--- src/rtl/opl3_pkg.sv ---
// Shared constants and types for the OPL3 operator pipeline.
// Widths here are the defaults used by the phase generator.
package opl3_pkg;

    localparam int NUM_SLOTS       = 36;
    localparam int REG_FNUM_WIDTH  = 10;
    localparam int REG_BLOCK_WIDTH = 3;
    localparam int PHASE_ACC_WIDTH = 20;
    localparam int VIB_POS_WIDTH   = 3;
    localparam int MULTX2_WIDTH    = 5;

    typedef logic [$clog2(NUM_SLOTS)-1:0] slot_idx_t;
    typedef logic [MULTX2_WIDTH-1:0]      multx2_t;

    // Twice the frequency multiplier, so the 0.5x code stays integral.
    localparam multx2_t MULTX2 [16] = '{
        5'd1,  5'd2,  5'd4,  5'd6,  5'd8,  5'd10, 5'd12, 5'd14,
        5'd16, 5'd18, 5'd20, 5'd20, 5'd24, 5'd24, 5'd30, 5'd30
    };

    function automatic multx2_t multx2_of(input logic [3:0] mult);
        return MULTX2[mult];
    endfunction

endpackage

--- src/rtl/phase_gen_mc_vib_pos_gen.sv ---
// Vibrato position counter: divides sample pulses down to
// a 3-bit position that steps once per 2^VIB_DIV_LOG2 pulses.
module vib_pos_gen #(
    parameter int VIB_DIV_LOG2 = 10
) (
    input  logic                              clk,
    input  logic                              reset,
    input  logic                              sample_clk_en_i,
    output logic [opl3_pkg::VIB_POS_WIDTH-1:0] vib_pos_o
);
    import opl3_pkg::*;

    localparam logic [VIB_DIV_LOG2-1:0]  DIV_ONE = 1;
    localparam logic [VIB_POS_WIDTH-1:0] POS_ONE = 1;

    logic [VIB_DIV_LOG2-1:0]  div_q, div_d;
    logic [VIB_POS_WIDTH-1:0] pos_q, pos_d;

    always_comb begin
        div_d = div_q;
        pos_d = pos_q;
        if (sample_clk_en_i) begin
            div_d = div_q + DIV_ONE;
            if (&div_q) begin
                pos_d = pos_q + POS_ONE;
            end
        end
    end

    always_ff @(posedge clk or posedge reset) begin
        if (reset) begin
            div_q <= '0;
            pos_q <= '0;
        end else begin
            div_q <= div_d;
            pos_q <= pos_d;
        end
    end

    assign vib_pos_o = pos_q;

endmodule

--- src/rtl/phase_gen_mc.sv ---
// Time-multiplexed phase generator: vibrato + fnum/block/mult
// increment, then per-slot accumulator with key-on restart.
module phase_gen_mc #(
    parameter int NUM_SLOTS       = opl3_pkg::NUM_SLOTS,
    parameter int FNUM_WIDTH      = opl3_pkg::REG_FNUM_WIDTH,
    parameter int BLOCK_WIDTH     = opl3_pkg::REG_BLOCK_WIDTH,
    parameter int PHASE_ACC_WIDTH = opl3_pkg::PHASE_ACC_WIDTH,
    parameter int PHASE_OUT_WIDTH = 10,
    parameter int VIB_DIV_LOG2    = 10
) (
    input  logic                         clk,
    input  logic                         reset,
    input  logic                         sample_clk_en,
    input  logic                         in_valid,
    input  logic [$clog2(NUM_SLOTS)-1:0] in_slot,
    input  logic [FNUM_WIDTH-1:0]        fnum,
    input  logic [BLOCK_WIDTH-1:0]       block,
    input  logic [3:0]                   mult,
    input  logic                         vib,
    input  logic                         dvb,
    input  logic                         key_on,
    output logic                         out_valid,
    output logic [$clog2(NUM_SLOTS)-1:0] out_slot,
    output logic [PHASE_ACC_WIDTH-1:0]   phase_inc,
    output logic [PHASE_OUT_WIDTH-1:0]   phase_out
);
    import opl3_pkg::*;

    localparam int SW      = $clog2(NUM_SLOTS);
    localparam int FE_W    = FNUM_WIDTH + 1;
    localparam int SHIFT_W = FE_W + (2 ** BLOCK_WIDTH) - 1;
    localparam int PROD_W  = SHIFT_W + MULTX2_WIDTH;

    logic [VIB_POS_WIDTH-1:0] vib_pos;

    vib_pos_gen #(
        .VIB_DIV_LOG2(VIB_DIV_LOG2)
    ) u_vib_pos_gen (
        .clk             (clk),
        .reset           (reset),
        .sample_clk_en_i (sample_clk_en),
        .vib_pos_o       (vib_pos)
    );

    logic            in_ok;
    logic [2:0]      delta;
    logic [2:0]      half;
    logic            off_neg;
    logic [FE_W-1:0] off_mag;
    logic [FE_W-1:0] fnum_eff_d;

    assign in_ok = in_valid && (int'(in_slot) < NUM_SLOTS);

    // Offset is bounded by the top fnum bits, so subtraction never underflows.
    always_comb begin
        delta = fnum[FNUM_WIDTH-1 -: 3];
        if (!dvb) begin
            delta = {1'b0, delta[2:1]};
        end
        half    = {1'b0, delta[2:1]};
        off_mag = '0;
        off_neg = 1'b0;
        if (vib) begin
            unique case (vib_pos)
                3'd1, 3'd3: off_mag = FE_W'(half);
                3'd2:       off_mag = FE_W'(delta);
                3'd5, 3'd7: begin
                    off_mag = FE_W'(half);
                    off_neg = 1'b1;
                end
                3'd6: begin
                    off_mag = FE_W'(delta);
                    off_neg = 1'b1;
                end
                default: off_mag = '0;
            endcase
        end
        if (off_neg) begin
            fnum_eff_d = FE_W'(fnum) - off_mag;
        end else begin
            fnum_eff_d = FE_W'(fnum) + off_mag;
        end
    end

    logic                    v1_q;
    logic [SW-1:0]           slot1_q;
    logic [FE_W-1:0]         fe1_q;
    logic [BLOCK_WIDTH-1:0]  blk1_q;
    logic [MULTX2_WIDTH-1:0] mx1_q;
    logic                    key1_q;

    always_ff @(posedge clk or posedge reset) begin
        if (reset) begin
            v1_q    <= 1'b0;
            slot1_q <= '0;
            fe1_q   <= '0;
            blk1_q  <= '0;
            mx1_q   <= '0;
            key1_q  <= 1'b0;
        end else begin
            v1_q <= in_ok;
            if (in_ok) begin
                slot1_q <= in_slot;
                fe1_q   <= fnum_eff_d;
                blk1_q  <= block;
                mx1_q   <= multx2_of(mult);
                key1_q  <= key_on;
            end
        end
    end

    logic [SHIFT_W-1:0]         base;
    logic [PROD_W-1:0]          prod;
    logic [PHASE_ACC_WIDTH-1:0] inc_d;

    always_comb begin
        base  = (SHIFT_W'(fe1_q) << blk1_q) >> 1;
        prod  = PROD_W'(base) * PROD_W'(mx1_q);
        inc_d = PHASE_ACC_WIDTH'(prod >> 1);
    end

    logic                       v2_q;
    logic [SW-1:0]              slot2_q;
    logic [PHASE_ACC_WIDTH-1:0] inc2_q;
    logic                       key2_q;

    always_ff @(posedge clk or posedge reset) begin
        if (reset) begin
            v2_q    <= 1'b0;
            slot2_q <= '0;
            inc2_q  <= '0;
            key2_q  <= 1'b0;
        end else begin
            v2_q <= v1_q;
            if (v1_q) begin
                slot2_q <= slot1_q;
                inc2_q  <= inc_d;
                key2_q  <= key1_q;
            end
        end
    end

    logic [PHASE_ACC_WIDTH-1:0] acc_q [NUM_SLOTS];
    logic [NUM_SLOTS-1:0]       prev_key_q;
    logic [PHASE_ACC_WIDTH-1:0] acc_rd;
    logic [PHASE_ACC_WIDTH-1:0] acc_new;
    logic                       key_edge;

    // Read and write share one stage, so consecutive visits chain naturally.
    always_comb begin
        acc_rd   = acc_q[slot2_q];
        key_edge = key2_q & ~prev_key_q[slot2_q];
        acc_new  = key_edge ? '0 : acc_rd + inc2_q;
    end

    always_ff @(posedge clk or posedge reset) begin
        if (reset) begin
            for (int i = 0; i < NUM_SLOTS; i++) begin
                acc_q[i] <= '0;
            end
            prev_key_q <= '0;
            out_valid  <= 1'b0;
            out_slot   <= '0;
            phase_inc  <= '0;
            phase_out  <= '0;
        end else begin
            out_valid <= v2_q;
            if (v2_q) begin
                acc_q[slot2_q]      <= acc_new;
                prev_key_q[slot2_q] <= key2_q;
                out_slot            <= slot2_q;
                phase_inc           <= inc2_q;
                phase_out           <= acc_new[PHASE_ACC_WIDTH-1 -: PHASE_OUT_WIDTH];
            end
        end
    end

endmodule

--- config.mk ---
export PLATFORM = sky130hd
export DESIGN_NAME = phase_gen_mc
export DESIGN_NICKNAME = d
export VERILOG_FILES = /design/src/rtl/opl3_pkg.sv /design/src/rtl/phase_gen_mc_vib_pos_gen.sv /design/src/rtl/phase_gen_mc.sv
export SDC_FILE = /design/constraint.sdc
export NUM_CORES = 2
export LEC_CHECK = 0
export ABC_AREA = 1
export BUFFER_PORTS_ARGS = -buffer_cell sky130_fd_sc_hd__buf_4
export CORE_UTILIZATION = 35
export CTS_BUF_LIST = sky130_fd_sc_hd__clkbuf_8
export DETAILED_ROUTE_END_ITERATION = 12
export PLACE_DENSITY_LB_ADDON = 0.15
export SLEW_MARGIN = 30
export SYNTH_ARGS = -nofsm -noshare
export SYNTH_HDL_FRONTEND = slang
export SYNTH_SLANG_ARGS = --single-unit
--- constraint.sdc ---
create_clock -name clk -period 92.4 [get_ports clk]
set_input_delay 18.48 -clock clk [delete_from_list [all_inputs] [get_ports clk]]
set_output_delay 18.48 -clock clk [all_outputs]
set_load 0.01 [all_outputs]
# --- Word level (Yosys, flattened, before mapping) ---
# Memory sizes are Yosys's and may differ from the RTL's. A register that Yosys moved wholly into a read port is not among the register bits.
# Cells that the tools add are included.
word_totals:
  inputBits: 30
  elab_cells: 100
  ff_bits: 856
  rom_bits: 80
  memories: 1
  out_inout_bits: 37
classes:
  n_mux: 18
  mul: 1
  addsub: 5
  magnitude_cmp: 5
  n_eq_ne: 6
  bitwise_logic: 4
  shift: 1
  n_reduce_logical: 7
mem_list:
  columns: ["name", "words", "width", "rd", "rd_clocked_by_memory_dff", "write_ports", "line", "text"]
  rows:
  - ["(name not given)", 16, 5, 1, 1, 0, "opl3_pkg.sv:22", "return MULTX2[mult];"]
ops:
  columns: ["cell", "count"]
  rows:
  - ["720-bit bitwise mux", 1]
  - ["20-bit binary-select mux with 6-bit select", 1]
  - ["20-bit demux with 6-bit select", 1]
  - ["20-bit two-way mux", 4]
  - ["36-bit bitwise mux", 1]
  - ["17-bit by 5-bit multiplier with 21-bit output", 1]
  - ["20-bit adder", 1]
  - ["11-bit by 3-bit left shift with 18-bit output", 1]
  - ["10-bit by 11-bit adder with 11-bit output", 1]
  - ["11-bit two-way mux", 1]
  - ["11-bit AND reduction", 1]
  - ["10-bit by 11-bit subtractor with 11-bit output", 1]
  - ["10-bit by 1-bit adder with 10-bit output (second input constant)", 1]
  - ["3-bit == test (second input constant)", 3]
  - ["7-bit greater-or-equal comparator (second input constant)", 1]
  - ["6-bit by 7-bit < comparator with 1-bit output (second input constant)", 1]
  - ["7-bit by 1-bit < comparator with 1-bit output (second input constant)", 1]
  - ["6-bit NOT with 7-bit output", 1]
  - ["1-bit binary-select mux with 6-bit select", 1]
  - ["1-bit demux with 6-bit select", 1]
  - ["3-bit by 2-bit == test with 1-bit output (second input constant)", 2]
  - ["6-bit by 1-bit greater-or-equal comparator with 1-bit output (second input constant)", 1]
  - ["6-bit < comparator (second input constant)", 1]
  - ["3-bit two-way mux", 2]
  - ["other kinds (11)", 16]

# --- Logic depth before layout (Yosys ltp) ---
depth:
  depth_word: 7
  depth_mapped: 27
  ltp_nobuf: 25

# --- Cells and area by module ---
# Synthesis repeated with hierarchy kept, for this count alone.
unflattened:
  cells_unflattened: 4992
  area_unflattened_um2: 41558.6
modules_own_cells:
  columns: ["mod", "n_inst", "cells_each", "seq_area_each_um2", "area_per_inst_um2"]
  rows:
  - ["phase_gen_mc", 1, 4921, 21220.4, 40885.5]
  - ["vib_pos_gen", 1, 71, 325.3, 673.1]

# --- Least setup slack after synthesis ---
# OpenSTA, ideal clock, no wires.
synth_timing:
  kind: "in2reg"
  startpoint: "input port fnum[9]"
  endpoint: "register fe1_q[10]"
  t_required_ns: 92.268
  arrival_time_ns: 20.801
  setup_ns: 0.132
  cell_stages: 18
  path_buffers: 0
  slack_ns: 71.467
  cell_sequence: "inv_1 -> o21ai_0 -> inv_1 -> o22ai_1 -> nand3_1 -> ha_1 -> ha_1 -> or2_2 -> ha_1 -> nand2_1 -> nor3_1 -> a21oi_1 -> o21ai_0 -> nand3_1 -> nand2_1 -> nand2_1 -> nand2_1 -> o22ai_1"
synth_between:
  elab_chain_cells: 5
  elab_cells_between_ends: 6
  classes_between: "add/sub: 2; mux: 4"
synth_rtl:
  columns: ["element", "line", "text"]
  rows:
  - ["from (decl)", "phase_gen_mc.sv:16", "input logic [FNUM_WIDTH-1:0] fnum,"]
  - ["3-bit two-way mux", "phase_gen_mc.sv:57", "if (!dvb) begin"]
  - ["3-bit one-hot mux with 2 select lines", "phase_gen_mc.sv:64", "unique case (vib_pos)"]
  - ["3-bit two-way mux", "phase_gen_mc.sv:63", "if (vib) begin"]
  - ["10-bit by 11-bit adder with 11-bit output or 10-bit by 11-bit subtractor with 11-bit output (tied branches)", "phase_gen_mc.sv:81, phase_gen_mc.sv:79", null]
  - ["11-bit two-way mux (*)", "phase_gen_mc.sv:78", "if (off_neg) begin"]
  - ["to (signal assigned)", "phase_gen_mc.sv:104", "fe1_q <= fnum_eff_d;"]
  - ["to (decl)", "phase_gen_mc.sv:87", "logic [FE_W-1:0] fe1_q;"]
# Mark *: on every way between the ends. The rest lies on a longest branch, timed or not.
# A chain may end at the register's enable or synchronous reset.

==> qor.csv <==
metric;value;unit
GPL Wtd Cong;0.890;
layout cells sized above 1;0.0915;
Synth Area per Inst;8.16;µm²
H-tree depth;4;
Final Cell Area;47400;µm²
Crit Path Class;in2async;
cell chain of the critical path;buf_4 -> inv_8 -> buf_6 -> buf_12 -> buf_16 -> buf_4;
crit-path most repeated cell;buf_4;
commonest non-fill, non-tap cell in the layout;nand2_1;
clk_lat worst skew;0.88;ns
final WL;150;mm
Post-synth EDFFs;0;
Post-Synthesis Net Count;5308;
Num CTS Buffers;154;
Power Density;28.0;nW/µm²
Root Buffer Master;clkbuf_8;
YS warnings;0;
initial antenna violation count;4;
Slew HR;0.302;
Port Buf Inserts;66;
flip-flop and latch count after synthesis;861;
Non-Filler Instances;6871;
startpoint types;input port;
mapped cell area;42100;µm²
# DRC;0;
1st-iter DRT viols;3452;
Worst path top cell family by delay;buffers and inverters;
synth unique cells;51;
Total GRT Usage;0.250;
RSZ-0062 raised after global routing;no;
max-slew violations;0;
Final setup viols;0;
busiest grt layer;met2;
Worst path slowest cell;buf_4;
routed wire length per instance;21.8;µm
min-delay worst type;reg2reg;
clock slew at reported path FFs;0.06;ns
core area;119000;µm²
grt met3 use;0.0478;
Tmin final;20.77;ns
remaining global-route overflow;0;
die height;349;µm
status;completed;
most frequent cells in the layout;nand2_1 (1618), dfrtp_1 (859), o21ai_0 (675);
max-cap violations;0;
area delta synth->final;12.4;%
# rows;126;
maximum clock path buffer count;3;
Post-synth top flop;dfrtp_1;
hold bufs inserted after CTS;0;
post-synth top area share;0.511;
Slew @ Worst Pin;1.05;ns
Synth area leader;dfrtp_1;
crit path max fanout;115;
hpwl dp;93.1;mm
Fillers;12200;
first-pass GRT wire length;231;mm
clock net sink count;861;
synth top area cells;dfrtp_1 (51%), nand2_1 (14%), o21ai_0 (8.0%), nand3_1 (4.2%), inv_1 (2.8%);
f_max;48.1;MHz
Die X;349;µm
fraction of registers with async set/reset;1.00;
die area;122000;µm²
Fin Setup TNS;0;ns
# IOs;67;
vias in the first global route;35900;
Leak Pwr;22.7;nW
Seq/Total Area, Yosys;0.511;
Area after DPL;44200;µm²
first drt pass iteration count;6;
Max VDD drop;0.0237;mV
Mapped Cells;5165;
Final Util;0.399;
via/cell ratio;5.31;
starting density of the core;0.355;
Critical Path Sink Type;asynchronous set/reset pin;
Antenna Violating Nets Remaining;0;
DR vias;36500;
Crit path arrival time;21.68;ns
crit-path max cell delay;0.72;ns
total power;1.33;mW
CTS tree;yes;
met2 usage;0.395;
Post-Route Skew;0.0425;ns
Worst Path Buf+Inv;6;
period utilization;0.225;
largest net degree at the start of global routing;174;
Layout Nets;5292;
CP required;93.31;ns
final hold vios;0;
met1 GRT Util;0.345;
Post-CTS Setup Repair Bufs;0;
placed instance count;6592;
post_cts resized;0;
-- report_power, final --
| part | total [mW] | switching, mW | internal (mW) |
|---|---|---|---|
| registers | 0.512 | 0.0505 | 0.461 |
| clock network | 0.368 | 0.169 | 0.198 |
| logic | 0.446 | 0.331 | 0.116 |
| total | 1.33 | 0.550 | 0.775 |
-- synth_stat cells (3+ instances only) --
cell	instances
nand3_1	352
buf_2	44
xnor2_1	11
o22ai_1	22
buf_4	15
ha_1	67
nor3_1	30
a21oi_1	108
or2_2	19
nand4_1	99
inv_1	310
a22oi_1	49
a22o_1	21
fa_1	46
nand2_2	4
a221oi_1	46
a31oi_1	18
a21o_1	4
o2111ai_1	21
clkbuf_1	265
buf_1	31
nor2_1	267
o211ai_1	5
dfrtp_1	861
a41oi_1	4
nand2_1	1619
xor2_1	19
a211oi_1	9
o21ai_1	62
o21ai_0	675
o21bai_1	7
inv_2	18
o31ai_1	9
nor4_1	3
-- state kept, by name, indices dropped and copies added, names as in the netlist --
register,flops
u_vib_pos_gen.div_q,10
fe1_q,11
inc2_q,20
acc_q,720
phase_out,10
blk1_q,3
u_vib_pos_gen.vib_pos_o,3
slot2_q,6
out_slot,6
v1_q,1
mx1_q,5
key2_q,1
prev_key_q,36
out_valid,1
slot1_q,6
v2_q,1
key1_q,1
phase_inc,20
-- per-layer routing --
| layer | wire length (µm) | share of wire |
|---|---|---|
| met5 | 0 | 0 |
| met4 | 4140 | 0.028 |
| met3 | 10200 | 0.068 |
| met2 | 68300 | 0.46 |
| met1 | 67200 | 0.45 |
-- cell type report --
cell class / count / area, µm² / area share
flip-flops and latches: 861 / 21600 / 0.455
multi-input cells: 3620 / 18000 / 0.380
clock buffers: 188 / 2590 / 0.0546
well taps: 1600 / 2000 / 0.0423
repair buffers: 183 / 1440 / 0.0303
inverters: 329 / 1250 / 0.0264
clock inverters: 89 / 541 / 0.0114
diodes: 1 / 2.50 / 0.0000528
-- cell families (layout without fill, tap and decap cells) --
family / Yosys count / in the layout / synth area share
XOR/XNOR: 30 / 30 / 0.00623
AO/OA/AOI/OAI: 1068 / 1068 / 0.142
flip-flops: 861 / 861 / 0.511
buffers and inverters: 684 / 789 / 0.0636
other: 0 / 1 / 0
multiplexers: 4 / 4 / 0.00101
adder cells (fa/ha/maj): 113 / 113 / 0.0417
AND/OR/NAND/NOR: 2405 / 2405 / 0.234
-- per-stage QoR --
step | hold slack [ns] | setup WS, ns
final | 0.472 | 71.63
after global placement | 0.457 | 70.56
after global routing | 0.488 | 71.25
after detailed placement | 0.460 | 70.58
after floorplan | 0.393 | 49.73
after CTS | 0.477 | 71.55
-- worst reg2reg max path, cell delays in order, from the launching register on --
cell and delay (ns):
dfrtp_4 0.66, inv_4 0.40, buf_4 0.45, nand2_2 0.15, buf_4 0.31, inv_4 0.39
buf_4 0.56, buf_4 0.63, nand2_1 0.15, nand2_1 0.10, a21oi_1 0.05, o2111ai_1 0.18
a21oi_1 0.18, nand4_1 0.21, ha_1 0.33, a21oi_1 0.29, o21ai_0 0.15, nand2_1 0.08
nand2_1 0.06, nand3_1 0.07, nand2_1 0.05, nor2_1 0.32, inv_1 0.10, nand2_2 0.73
nand4_1 0.32, nand2_1 0.13
-- worst paths after layout --
| kind | from | endpoint | slack, ns | cells past startpoint |
|---|---|---|---|---|
| max | reset | acc_q[400]$_DFFE_PP0P_ | 71.63 | 6 |
| min | phase_inc[17]$_DFFE_PP0P_ | phase_inc[17]$_DFFE_PP0P_ | 0.47 | 2 |
| max reg2reg | slot2_q[0]$_DFFE_PP0P_ | phase_out[9]$_DFFE_PP0P_ | 85.30 | 25 |
| min reg2reg | phase_inc[17]$_DFFE_PP0P_ | phase_inc[17]$_DFFE_PP0P_ | 0.47 | 2 |
| max in group clk | dvb | fe1_q[10]$_DFFE_PP0P_ | 71.87 | 18 |
| min in group asynchronous | reset | u_vib_pos_gen.div_q[1]$_DFFE_PP0P_ | 17.69 | 2 |
(Power assumes the default switching activity.)
